**src/rtl/food_placer_pkg.sv**
```systemverilog
// rtl/food_placer_pkg.sv - shared constants and state encoding for food placement
// Purpose: default geometry/try limits and the placer FSM state type.
// Ports: none (package).
package food_placer_pkg;

  localparam int DEF_COORD_W   = 4;
  localparam int DEF_GRID_W    = 16;
  localparam int DEF_GRID_H    = 16;
  localparam int DEF_MAX_TRIES = 8;

  // Wide enough for MAX_TRIES up to 255.
  localparam int TRY_W = 8;

  typedef enum logic [1:0] {
    FP_IDLE   = 2'd0,
    FP_SAMPLE = 2'd1,
    FP_QUERY  = 2'd2,
    FP_SCAN   = 2'd3
  } fp_state_t;

endpackage

```
**src/rtl/food_scan_ctr.sv**
```systemverilog
// rtl/food_scan_ctr.sv - raster-order cell counter for fallback scan
// Purpose: walks (0,0),(1,0)..(GRID_W-1,0),(0,1).. and flags the last cell.
// Ports:
//   i_clk, i_rst_n   clock, synchronous active-low reset
//   i_clr            restart at (0,0)
//   i_step           advance to the next cell
//   o_nxt_x/o_nxt_y  cell that follows the current one
//   o_done           current cell is (GRID_W-1, GRID_H-1)
module food_scan_ctr #(
  parameter int COORD_W = 4,
  parameter int GRID_W  = 16,
  parameter int GRID_H  = 16
) (
  input  logic               i_clk,
  input  logic               i_rst_n,
  input  logic               i_clr,
  input  logic               i_step,
  output logic [COORD_W-1:0] o_nxt_x,
  output logic [COORD_W-1:0] o_nxt_y,
  output logic               o_done
);

  logic [COORD_W-1:0] x_q;
  logic [COORD_W-1:0] y_q;
  logic               x_last;

  assign x_last = (x_q == COORD_W'(GRID_W - 1));
  assign o_done = x_last && (y_q == COORD_W'(GRID_H - 1));

  always_comb begin
    o_nxt_x = x_q + 1'b1;
    o_nxt_y = y_q;
    if (x_last) begin
      o_nxt_x = '0;
      o_nxt_y = y_q + 1'b1;
    end
  end

  always_ff @(posedge i_clk) begin
    if (!i_rst_n || i_clr) begin
      x_q <= '0;
      y_q <= '0;
    end else if (i_step) begin
      x_q <= o_nxt_x;
      y_q <= o_nxt_y;
    end
  end

endmodule

```
**src/rtl/food_placer.sv**
```systemverilog
// rtl/food_placer.sv - food placement sequencer with occupancy query port
// Purpose: on a place request, samples LFSR coordinates, rejects off-grid
//   candidates, queries occupancy via req/ack and publishes the first free cell.
//   Build option FOOD_SCAN_FALLBACK_EN: after MAX_TRIES misses, raster-scan the
//   grid from (0,0); without it, exhaustion pulses o_fail.
// Ports:
//   i_clk, i_rst_n           clock, synchronous active-low reset
//   i_place_req              1-cycle placement request
//   i_rand_x, i_rand_y       LFSR coordinates
//   o_occ_req/o_occ_x/o_occ_y occupancy query; i_occ_ack/i_occ_hit answer
//   o_food_x/o_food_y/o_food_valid  published food cell
//   o_busy                   placement in progress
//   o_fail                   1-cycle pulse when no free cell was found
module food_placer #(
  parameter int COORD_W   = food_placer_pkg::DEF_COORD_W,
  parameter int GRID_W    = food_placer_pkg::DEF_GRID_W,
  parameter int GRID_H    = food_placer_pkg::DEF_GRID_H,
  parameter int MAX_TRIES = food_placer_pkg::DEF_MAX_TRIES
) (
  input  logic               i_clk,
  input  logic               i_rst_n,
  input  logic               i_place_req,
  input  logic [COORD_W-1:0] i_rand_x,
  input  logic [COORD_W-1:0] i_rand_y,
  output logic               o_occ_req,
  output logic [COORD_W-1:0] o_occ_x,
  output logic [COORD_W-1:0] o_occ_y,
  input  logic               i_occ_ack,
  input  logic               i_occ_hit,
  output logic [COORD_W-1:0] o_food_x,
  output logic [COORD_W-1:0] o_food_y,
  output logic               o_food_valid,
  output logic               o_busy,
  output logic               o_fail
);
  import food_placer_pkg::*;

  fp_state_t          state, state_nxt;
  logic [TRY_W-1:0]   tries, tries_nxt, tries_inc;
  logic [COORD_W-1:0] occ_x_nxt, occ_y_nxt, food_x_nxt, food_y_nxt;
  logic               occ_req_nxt, food_valid_nxt, fail_nxt;
  logic               cand_in_bounds, exhaust;

  assign tries_inc      = tries + 1'b1;
  assign cand_in_bounds = (int'(i_rand_x) < GRID_W) && (int'(i_rand_y) < GRID_H);

`ifdef FOOD_SCAN_FALLBACK_EN
  logic               scan_clr, scan_step, scan_done;
  logic [COORD_W-1:0] scan_nxt_x, scan_nxt_y;

  food_scan_ctr #(.COORD_W(COORD_W), .GRID_W(GRID_W), .GRID_H(GRID_H)) u_scan (
    .i_clk   (i_clk),
    .i_rst_n (i_rst_n),
    .i_clr   (scan_clr),
    .i_step  (scan_step),
    .o_nxt_x (scan_nxt_x),
    .o_nxt_y (scan_nxt_y),
    .o_done  (scan_done)
  );
`endif

  always_comb begin
    state_nxt      = state;
    tries_nxt      = tries;
    occ_req_nxt    = o_occ_req;
    occ_x_nxt      = o_occ_x;
    occ_y_nxt      = o_occ_y;
    food_x_nxt     = o_food_x;
    food_y_nxt     = o_food_y;
    food_valid_nxt = o_food_valid;
    fail_nxt       = 1'b0;
    exhaust        = 1'b0;
`ifdef FOOD_SCAN_FALLBACK_EN
    scan_clr       = 1'b0;
    scan_step      = 1'b0;
`endif
    case (state)
      FP_IDLE: begin
        if (i_place_req) begin
          state_nxt      = FP_SAMPLE;
          food_valid_nxt = 1'b0;
          tries_nxt      = '0;
        end
      end
      FP_SAMPLE: begin
        occ_x_nxt = i_rand_x;
        occ_y_nxt = i_rand_y;
        tries_nxt = tries_inc;
        if (cand_in_bounds) begin
          state_nxt   = FP_QUERY;
          occ_req_nxt = 1'b1;
        end else if (tries_inc >= TRY_W'(MAX_TRIES)) begin
          exhaust = 1'b1;
        end
      end
      FP_QUERY: begin
        if (i_occ_ack) begin
          occ_req_nxt = 1'b0;
          if (!i_occ_hit) begin
            food_x_nxt     = o_occ_x;
            food_y_nxt     = o_occ_y;
            food_valid_nxt = 1'b1;
            state_nxt      = FP_IDLE;
          end else if (tries < TRY_W'(MAX_TRIES)) begin
            state_nxt = FP_SAMPLE;
          end else begin
            exhaust = 1'b1;
          end
        end
      end
`ifdef FOOD_SCAN_FALLBACK_EN
      FP_SCAN: begin
        // Request stays up across cells; each ack closes one cell's query.
        if (i_occ_ack) begin
          if (!i_occ_hit) begin
            food_x_nxt     = o_occ_x;
            food_y_nxt     = o_occ_y;
            food_valid_nxt = 1'b1;
            occ_req_nxt    = 1'b0;
            state_nxt      = FP_IDLE;
          end else if (scan_done) begin
            fail_nxt    = 1'b1;
            occ_req_nxt = 1'b0;
            state_nxt   = FP_IDLE;
          end else begin
            scan_step = 1'b1;
            occ_x_nxt = scan_nxt_x;
            occ_y_nxt = scan_nxt_y;
          end
        end
      end
`endif
      default: state_nxt = FP_IDLE;
    endcase

    if (exhaust) begin
`ifdef FOOD_SCAN_FALLBACK_EN
      state_nxt   = FP_SCAN;
      occ_req_nxt = 1'b1;
      occ_x_nxt   = '0;
      occ_y_nxt   = '0;
      scan_clr    = 1'b1;
`else
      state_nxt   = FP_IDLE;
      occ_req_nxt = 1'b0;
      fail_nxt    = 1'b1;
`endif
    end
  end

  always_ff @(posedge i_clk) begin
    if (!i_rst_n) begin
      state        <= FP_IDLE;
      tries        <= '0;
      o_occ_req    <= 1'b0;
      o_occ_x      <= '0;
      o_occ_y      <= '0;
      o_food_x     <= '0;
      o_food_y     <= '0;
      o_food_valid <= 1'b0;
      o_busy       <= 1'b0;
      o_fail       <= 1'b0;
    end else begin
      state        <= state_nxt;
      tries        <= tries_nxt;
      o_occ_req    <= occ_req_nxt;
      o_occ_x      <= occ_x_nxt;
      o_occ_y      <= occ_y_nxt;
      o_food_x     <= food_x_nxt;
      o_food_y     <= food_y_nxt;
      o_food_valid <= food_valid_nxt;
      o_busy       <= (state_nxt != FP_IDLE);
      o_fail       <= fail_nxt;
    end
  end

endmodule

```
**config.mk**
```make
export PLATFORM = sky130hd
export DESIGN_NAME = food_placer
export DESIGN_NICKNAME = d
export VERILOG_FILES = /design/src/rtl/food_placer_pkg.sv /design/src/rtl/food_scan_ctr.sv /design/src/rtl/food_placer.sv
export SDC_FILE = /design/constraint.sdc
export NUM_CORES = 1
export LEC_CHECK = 0
export BUFFER_PORTS_ARGS = -buffer_cell sky130_fd_sc_hd__clkbuf_2
export CAP_MARGIN = 20
export CORE_MARGIN = 2
export CORE_UTILIZATION = 45
export CTS_CLUSTER_SIZE = 8
export DETAILED_ROUTE_END_ITERATION = 8
export GPL_TIMING_DRIVEN = 0
export MAX_ROUTING_LAYER = met4
export PLACE_DENSITY = 0.85
export SLEW_MARGIN = 10
export SYNTH_ARGS = -nofsm -noshare
export SYNTH_HDL_FRONTEND = slang
export SYNTH_SLANG_ARGS = --single-unit
```
**constraint.sdc**
```tcl
create_clock -name i_clk -period 1.42 [get_ports i_clk]
set_input_delay 0.213 -clock i_clk [delete_from_list [all_inputs] [get_ports i_clk]]
set_output_delay 0.213 -clock i_clk [all_outputs]
set_load 0.01 [all_outputs]
```
==> impl_metrics.ini <==
[detailed_routing]
detail_route.first_pass.iterations = 4
drt_iter0_drc = 16
vias_per_cell = 5.288
topRoutingLayerUsed = met4
route.final.wire_length_um = 2568
detailroute.via_count = 1047
route.antenna.remaining_nets = 0
met3_length_um = 167
met2_length_um = 1286
routed_wire_length_per_instance_um = 12.97
drc = 0
detail_route.wirelength.met1_um = 1060

[floorplanning]
design.die.area_um2 = 3125
rows = 18
io_pins = 33
floorplan.core_area_um2 = 2522
die_h_um = 55.91
initial_cell_density_of_the_core_pct = 48.07
die_extent_in_x_um = 55.91

[timing]
maxSlewViolCount = 0
highest_clock_rate_mhz = 733.0
period_utilization_pct = 96.07
fin_hold_ws_ns = 0.09260
final_hold_viol_count = 0
layout_setup_ws_ns = 0.05581
slew_headroom_pct = 65.62
period_minus_slack_ns = 1.364
timing.clock.skew_ns = 0.004994
tightest_pin_transition_ns = 0.5157
setup_viol_count_final = 0

[global_route]
gr-usage-all-layers_pct = 18.52
first_global_vias = 1017
antenna_found_initial = 0
largest_net_degree_at_the_start_of_global_routing = 11
globalRouteOverflowTotal = 0
wire_length_of_the_first_global_routing_pass_um = 4367

[synthesis]
syn_area_um2 = 1212
syn-instance-count = 129
ys_warns = 0
synth_adder_area_share_pct = 1.032
synth.area.top_cells = sky130_fd_sc_hd__dfxtp_1, sky130_fd_sc_hd__mux2i_1, sky130_fd_sc_hd__nand2_1
synth_compound_gate_area_share_pct = 13.42
area_fraction_of_the_dominant_cell_type_after_synthesis_pct = 49.54
synth-simple-area-share_pct = 23.84
dominant_combinational_cell_family_by_area_after_synthesis = simple AND/OR/NAND/NOR gates
synth.net_count = 143
post_synth_mux_area_share_pct = 8.256
synth.yosys.seq_area_share_pct = 49.54
synthDistinctLibCells = 35
ys_ff_latch = 30
post_synth_xor_area_fraction_pct = 0
synthesis.area_per_instance_um2 = 9.399
synth.largest_area_cell = sky130_fd_sc_hd__dfxtp_1

[power]
irDropWorstVdd_mv = 1.088
p_leak_uw = 0.0006474
pwr_density_cell_nw_per_um2 = 1050

[placed_design]
hpwl_um = 1811
port_buffers = 32
pre_cts_slack_ns = 0.01286
gpl.final_weighted_congestion = 0.7927

[worst_setup_path]
critical_path_at_ns = 1.64
worst-endpoint-required_ns = 1.69
r2r_start = tries[4]$_SDFFE_PN0P_
cpPeakStageDelay_ns = 0.55
crit_path_top_delay_cell = sky130_fd_sc_hd__or4_4
startpoint = tries[4]$_SDFFE_PN0P_
worst-setup-path-type = reg2reg
path_max_fanout = 5
nature_of_the_critical_path_startpoint = flop
series_of_cell_instances_along_the_critical_path = or4_4, o31ai_2, o21a_1
end_kind = flop

[clocking]
worst_skew_pair.late_latency_ns = 0.33
clock_path_buffers = 2
root_buffer = sky130_fd_sc_hd__clkbuf_4
cts.sink_count = 30
clk_transition_reported_paths_ns = 0.09
htree_num_levels = 2
numCtsBuffers = 5
cts_tree = done

[job]
maxCapViolations = 0

[finish]
fin_nets = 181
n_antenna_cell = 0
areaGrowthSynthToFinish_pct = 22.19
post_route_cells_drive_above_1_share_pct = 32.74

[min_path]
hold_path.class = in2reg
worst_hold_startpoint = i_rand_x[3]

[status]
run_status = completed
## area by class of cell
cell class                      count  area, um^2
Fill cell                         226        1041
Inverter                            3       11.26
Multi-Input combinational cell     89       570.5
Tap cell                           30       37.54
Timing Repair Buffer               32       160.2
Sequential cell                    30       605.6
Clock inverter                      1       5.005
Buffer                              6       36.28
Clock buffer                        7       55.05
## worst max-delay path, delay by kind of cell (launching register included)
kind	cells	cell delay, ns
AND/OR/NAND/NOR	1	0.55
AO/OA/AOI/OAI	2	0.40
flip-flops	1	0.35
## per-layer routing
metal,track usage (%),vias to the layer above
met3,7.442,9
met5,-,-
met4,7.143,0
li1,-,523
met2,30.95,35
met1,19.68,480
## synthesized netlist by cell type
cell type and n:
sky130_fd_sc_hd__nand4b_1 1, sky130_fd_sc_hd__nand2b_1 3, sky130_fd_sc_hd__o31ai_2 1, sky130_fd_sc_hd__buf_1 1, sky130_fd_sc_hd__or3_1 3, sky130_fd_sc_hd__buf_2 2
sky130_fd_sc_hd__o221a_2 1, sky130_fd_sc_hd__or3b_2 1, sky130_fd_sc_hd__inv_1 3, sky130_fd_sc_hd__o21ai_0 2, sky130_fd_sc_hd__o211ai_1 3, sky130_fd_sc_hd__nand3_1 2
sky130_fd_sc_hd__o311ai_0 1, sky130_fd_sc_hd__a21oi_1 13, sky130_fd_sc_hd__nand4b_4 1, sky130_fd_sc_hd__nor3_1 1, sky130_fd_sc_hd__nand3b_1 1, sky130_fd_sc_hd__or4_4 1
sky130_fd_sc_hd__o21bai_1 1, sky130_fd_sc_hd__nor3b_1 1, sky130_fd_sc_hd__dfxtp_1 30, sky130_fd_sc_hd__a22oi_1 1, sky130_fd_sc_hd__mux2i_1 10, sky130_fd_sc_hd__clkbuf_1 2
sky130_fd_sc_hd__and4bb_2 1, sky130_fd_sc_hd__or4_1 1, sky130_fd_sc_hd__and2_1 2, sky130_fd_sc_hd__o21a_1 1, sky130_fd_sc_hd__or3_2 1, sky130_fd_sc_hd__ha_1 1
sky130_fd_sc_hd__buf_4 2, sky130_fd_sc_hd__o211a_1 1, sky130_fd_sc_hd__nor2_1 11, sky130_fd_sc_hd__nand2_1 20, sky130_fd_sc_hd__nor2b_1 2
## stage by stage
stage | cells | utilization (%) | TNS [ns] | total power [uW] | instance area [um^2]
floorplan | 129 | - | 0 | 988.5 | 1212
global placement | 191 | 55.90 | 0 | 1042 | 1410
detailed placement | 191 | 55.90 | 0 | 1047 | 1410
CTS | 198 | 58.09 | 0 | 1571 | 1465
global route | 198 | 58.73 | -0.01833 | 1628 | 1481
finish | 198 | 58.73 | 0 | 1555 | 1481
## where the power goes
part           leakage, uW  internal, uW  switching (uW)  total (uW)
registers         0.000245           866            19.0         885
logic             0.000367          64.3            82.0         146
clock network    0.0000353           239             285         524
total             0.000647          1170             386        1560
## sequential cells by signal (all words and copies together) (netlist names)
register / count
tries: 8
o_food_x: 4
o_occ_req: 1
o_occ_x: 4
o_food_valid: 1
o_occ_y: 4
o_busy: 1
o_food_y: 4
state: 2
o_fail: 1
## cell families (layout without fill, tap and decap cells)
| kind of cell | Yosys count | after routing |
|---|---|---|
| AO/OA/AOI/OAI | 25 | 25 |
| multiplexers | 10 | 10 |
| buffers and inverters | 10 | 49 |
| adder cells (fa/ha/maj) | 1 | 1 |
| flip-flops | 30 | 30 |
| AND/OR/NAND/NOR | 53 | 53 |
## cell usage in the layout, fill, tap and decap left out, types with 2 or more instances in the layout
cell type	instances
sky130_fd_sc_hd__nor2_1	11
sky130_fd_sc_hd__o211ai_1	3
sky130_fd_sc_hd__clkbuf_2	33
sky130_fd_sc_hd__nor2b_1	2
sky130_fd_sc_hd__o21ai_0	2
sky130_fd_sc_hd__mux2i_1	10
sky130_fd_sc_hd__clkbuf_1	2
sky130_fd_sc_hd__or3_1	3
sky130_fd_sc_hd__nand2b_1	3
sky130_fd_sc_hd__and2_1	2
sky130_fd_sc_hd__inv_1	3
sky130_fd_sc_hd__dfxtp_2	4
sky130_fd_sc_hd__dfxtp_1	26
sky130_fd_sc_hd__nand2_1	20
sky130_fd_sc_hd__clkbuf_4	5
sky130_fd_sc_hd__a21oi_1	12
sky130_fd_sc_hd__nand3_1	2
## path summary, 6_finish.rpt
path         slack (ns)                      end  cells past startpoint
max                0.06        o_busy$_SDFF_PN0_                      3
min                0.09  o_occ_x[3]$_SDFFE_PN0P_                      3
max reg2reg        0.06        o_busy$_SDFF_PN0_                      3
min reg2reg        0.48  o_occ_x[2]$_SDFFE_PN0P_                      2
## timing repair
item | in CTS | in global routing
resized for setup | 0 | 9
setup buffers | 0 | 0
hold buffers | 0 | 0
setup endpoints to repair | 1 | 16
Note: power is estimated with default switching activity, not from simulation.
